===== config.mk =====
export PLATFORM = sky130hd
export DESIGN_NAME = add_suber
export DESIGN_NICKNAME = d
export VERILOG_FILES = /design/src/rtl/add_suber.sv
export SDC_FILE = /design/constraint.sdc
export NUM_CORES = 1
export LEC_CHECK = 0
export BUFFER_PORTS_ARGS = -buffer_cell sky130_fd_sc_hd__buf_2
export CAP_MARGIN = 40
export CORE_MARGIN = 2
export CORE_UTILIZATION = 56
export CTS_BUF_LIST = sky130_fd_sc_hd__clkbuf_4 sky130_fd_sc_hd__clkbuf_8
export DETAILED_ROUTE_END_ITERATION = 8
export HOLD_SLACK_MARGIN = 0.08
export PLACE_DENSITY = 0.89
export REMOVE_ABC_BUFFERS = 1
export SYNTH_ARGS = -nofsm -noshare
export SYNTH_HDL_FRONTEND = slang
export SYNTH_SLANG_ARGS = --single-unit

===== constraint.sdc =====
create_clock -name clk -period 11.65 [get_ports clk]
set_input_delay 0 -clock clk [delete_from_list [all_inputs] [get_ports clk]]
set_output_delay 0 -clock clk [all_outputs]
set_load 0.02 [all_outputs]

===== src/rtl/add_suber.sv =====
// Registered two's-complement adder/subtractor with carry/zero/sign/overflow flags.
// Datapath is a two-level carry-lookahead: 4-bit CLA groups plus a group lookahead unit.
module add_suber #(
    parameter int unsigned DATAWIDTH = 32
) (
    input  logic                 clk,
    input  logic                 rst,
    input  logic [DATAWIDTH-1:0] data_A,
    input  logic [DATAWIDTH-1:0] data_B,
    input  logic                 sub_flag,
    output logic [DATAWIDTH-1:0] result,
    output logic                 co,
    output logic                 zero,
    output logic                 result_sign,
    output logic                 overflow
);

    localparam int unsigned NG = DATAWIDTH / 4;

    logic [DATAWIDTH-1:0] w_bx;
    logic [DATAWIDTH-1:0] w_g;
    logic [DATAWIDTH-1:0] w_p;
    logic [DATAWIDTH-1:0] w_sum;
    logic [NG-1:0]        w_grp_g;
    logic [NG-1:0]        w_grp_p;
    logic [NG:0]          w_grp_c;
    logic                 w_ov;

    logic [DATAWIDTH-1:0] r_result;
    logic                 r_co;
    logic                 r_zero;
    logic                 r_sign;
    logic                 r_ov;

    // Carry into group k+1: G[k] | P[k]G[k-1] | ... | P[k..0]cin, fully flattened.
    function automatic logic la_carry(input logic [NG-1:0] g, input logic [NG-1:0] p,
                                      input logic c0, input int k);
        logic c;
        logic t;
        c = c0;
        for (int j = 0; j <= k; j++) c = c & p[j];
        for (int j = 0; j <= k; j++) begin
            t = g[j];
            for (int m = j + 1; m <= k; m++) t = t & p[m];
            c = c | t;
        end
        return c;
    endfunction

    assign w_bx = data_B ^ {DATAWIDTH{sub_flag}};
    assign w_g  = data_A & w_bx;
    assign w_p  = data_A ^ w_bx;

    assign w_grp_c[0] = sub_flag;

    for (genvar k = 0; k < NG; k++) begin : g_grp
        logic [3:0] w_gg;
        logic [3:0] w_pp;
        logic [3:0] w_c;

        assign w_gg = w_g[4*k +: 4];
        assign w_pp = w_p[4*k +: 4];

        assign w_c[0] = w_grp_c[k];
        assign w_c[1] = w_gg[0] | (w_pp[0] & w_c[0]);
        assign w_c[2] = w_gg[1] | (w_pp[1] & w_gg[0]) | (w_pp[1] & w_pp[0] & w_c[0]);
        assign w_c[3] = w_gg[2] | (w_pp[2] & w_gg[1]) | (w_pp[2] & w_pp[1] & w_gg[0])
                      | (w_pp[2] & w_pp[1] & w_pp[0] & w_c[0]);

        assign w_grp_g[k] = w_gg[3] | (w_pp[3] & w_gg[2]) | (w_pp[3] & w_pp[2] & w_gg[1])
                          | (w_pp[3] & w_pp[2] & w_pp[1] & w_gg[0]);
        assign w_grp_p[k] = &w_pp;

        assign w_sum[4*k +: 4] = w_pp ^ w_c;
        assign w_grp_c[k+1]    = la_carry(w_grp_g, w_grp_p, sub_flag, k);
    end

    assign w_ov = (data_A[DATAWIDTH-1] == w_bx[DATAWIDTH-1])
               && (w_sum[DATAWIDTH-1] != data_A[DATAWIDTH-1]);

    always_ff @(posedge clk) begin
        if (rst) begin
            r_result <= '0;
            r_co     <= 1'b0;
            r_zero   <= 1'b1;
            r_sign   <= 1'b0;
            r_ov     <= 1'b0;
        end else begin
            r_result <= w_sum;
            r_co     <= w_grp_c[NG];
            r_zero   <= (w_sum == '0);
            r_sign   <= w_sum[DATAWIDTH-1];
            r_ov     <= w_ov;
        end
    end

    assign result      = r_result;
    assign co          = r_co;
    assign zero        = r_zero;
    assign result_sign = r_sign;
    assign overflow    = r_ov;

endmodule


==> impl_metrics.csv <==
group,metric,value,unit
logic_synthesis,syn_avg_cell_area,9.03,sq um
floorplan,die_y,75.0,microns
finish,area.growth.synth_to_final,23.2,%
clock_network,cts_resized,0,
pwr,leakage,1.72,nW
logic_synthesis,async_reset_ff_frac,0,
drt,drc,0,
min_path,min_delay_worst_endpoint,"result[1]",
timing,slew_headroom,0.568,
logic_synthesis,syn-cell-area,0.00283,sq mm
timing,fin_ws,7.03,ns
logic_synthesis,synth_top_area_share,0.248,
global_route,grt_util_met3,0.0348,
setup_path,cp_num_buf_inv,2,
pwr,powerDensity,135,mW/mm^2
floorplan,die_area,0.00563,sq mm
logic_synthesis,synth_edf_count,0,
timing,rsz0062_at_grt,"no",
clock_network,ctsHoldBuffers,1,
floorplan,initial_utilization,0.590,
clock_network,cts_max_level,2,
finish,design_area,0.00348,sq mm
finish,instances_no_fill,483,
timing,timing.final.crit_share,0.396,
setup_path,criticalPathCategory,"primary input to register",
timing,whs,0.151,ns
global_route,antenna_found_initial,0,
timing,fin_crit,4.62,ns
setup_path,cpLargestDelayFamily,"compound AO/OA/AOI/OAI gates",
clock_network,numCtsBuffers,5,
finish,antenna_cells,0,
drt,avgRoutedWirePerCell,13.6,microns
global_route,grt_pass1_vias,2539,
setup_path,end_kind,"register",
global_route,grt_util_all_layers,0.244,
place,place_congestion,0.869,
logic_synthesis,ys_ff_latch,35,
finish,nFillCells,364,
place,placed_cell_area,0.00338,sq mm
pwr,irDropWorstVdd,68.3,uV
global_route,grt_util_met2,0.413,
drt,drt_wl_total,6.56,mm
place,post-place-ws,6.74,ns
drt,drtIter0Drc,158,
floorplan,ioPinCount,103,
drt,antenna_left,0,
clock_network,cts_tree,"yes",
logic_synthesis,yosysUniqueCellTypes,51,
drt,num_vias,2600,
setup_path,cpPeakStageDelay,0.46,ns
global_route,grt_max_degree,37,
timing,finalSetupViolCount,0,
logic_synthesis,yosysWarnings,0,
global_route,top_usage_layer,"met2",
flow_run,drv_cap,0,
logic_synthesis,postSynthCellCount,313,
timing,tns,0,ns
clock_network,post-cts-setup-buffer-count,0,
place,portBuffers,102,
floorplan,rows,25,
setup_path,cp_max_fo,36,
place,dp_hpwl,5.26,mm
finish,layout.nets,521,
floorplan,die_x,75.0,microns
global_route,grt_pass1_wl,10.6,mm
clock_network,clk_pin_slew,0.08,ns
run_status,status,"finished, final reports clean",
clock_network,clock-sinks,35,
min_path,hold_depth,4,
setup_path,crit_chain,"buf_2, buf_4, xor2_1, ha_1, a21o_1, a311o_1, a21oi_4, a211oi_2, o31ai_4, a21oi_1, o21ai_0, nand2_1, a21oi_1, fa_1, xor2_1, nand4_1, a2111oi_4, o211ai_1, a2111o_1, a2111oi_2, a41o_1",
logic_synthesis,synth_top_area_cell,"dfxtp_1",
setup_path,startpoint_type,"primary input",
clock_network,clockBufferDepth,2,
logic_synthesis,ys.flop_type,"dfxtp_1",
timing,hold_violations,0,
drt,drtPass1Iterations,4,
clock_network,root_buffer,"clkbuf_8",
place,dp.cells,474,
global_route,met1_usage,0.305,
setup_path,arrival,4.86,ns
min_path,hold_path_class,"primary input to register",
floorplan,core-area,0.00479,sq mm
logic_synthesis,synthTopCellsByArea,"dfxtp_1, xor2_1, ha_1, nor2_1, fa_1",
timing,max_clock_freq,217,MHz
timing,drv_slew,0,
setup_path,critical-path-slowest-cell,"buf_4",
drt,routed_via_density,5.38,
finish,drive_above_1_share,0.305,
min_path,worstHoldStart,"data_A[0]",
global_route,overflow,0,
timing,worst_slew_pin_slew,0.648,ns
setup_path,required,11.89,ns
logic_synthesis,ys_seq_area_frac,0.248,
## how the worst max path moves through the flow
stage	start	to	slack, ns	cells past startpoint
5_1_grt	sub_flag	zero	6.63	21
3_5_place_dp	sub_flag	zero	6.74	21
2_1_floorplan	sub_flag	zero	7.71	19
4_1_cts	sub_flag	zero	7.03	21
6_report	sub_flag	zero	7.03	21
3_3_place_gp	sub_flag	zero	6.99	21
## per-layer routing
layer,wire length [microns],vias to the layer above
met3,438,13
li1,-,1293
met4,139,0
met5,0,-
met1,2760,1195
met2,3220,99
## synthesized netlist by cell type, drive strengths merged (7+ instances only)
master and instances:
a21oi 15, clkbuf 7, xor2 46, nand2 9, nor3 10, inv 17, a211oi 8, dfxtp 35
nor2 46, a21o 10, o21ai 11, fa 7, xnor2 9, ha 32
## stage by stage
step,util,power (mW)
after floorplan,-,0.310
after global placement,0.707,0.374
after detailed placement,0.707,0.379
after CTS,0.727,0.471
after global routing,0.727,0.502
final,0.727,0.469
## tightest hold or removal path, cell delays in order
cell	delay, ns
buf_2	0.09
mux2i_1	0.07
xor2_1	0.16
nor2_1	0.08
## power breakdown
| group | total, mW | switching [mW] | internal (mW) |
|---|---|---|---|
| combinational | 0.231 | 0.138 | 0.0922 |
| clock | 0.0915 | 0.0473 | 0.0441 |
| sequential | 0.147 | 0.00546 | 0.142 |
| total | 0.469 | 0.191 | 0.278 |
## cells in the final DEF, fill, tap and decap left out, drive strengths merged, types with 9 or more instances in the layout
cell and n:
inv 17, nor2 46, xnor2 9, buf 103, ha 32, dfxtp 35, o21ai 11, a21o 10
xor2 46, nor3 10, a21oi 15, nand2 9
## area by class of cell
cell class                 instances  area [sq um]  area share
multi-input combinational        252          2020       0.579
sequential                        35           701       0.201
timing repair buffer             104           528       0.152
tap                               67          83.8      0.0241
clock buffer                       6          76.3      0.0219
inverter                          17          63.8      0.0183
clock inverter                     2          12.5     0.00359
## sequential cells by signal, summed over array words and instances (netlist names)
name / flops
overflow: 1
result: 32
co: 1
zero: 1
## logic make-up (layout without fill, tap and decap cells)
group           Yosys count  in the layout  synth area share
simple gates             88             88             0.146
fa+ha+maj                39             39             0.191
flops                    35             35             0.248
xor+xnor                 55             55             0.171
mux                       3              3            0.0106
compound gates           67             67             0.195
buf+inv                  26            129            0.0385
No activity file was read; power rests on OpenSTA's default activity.
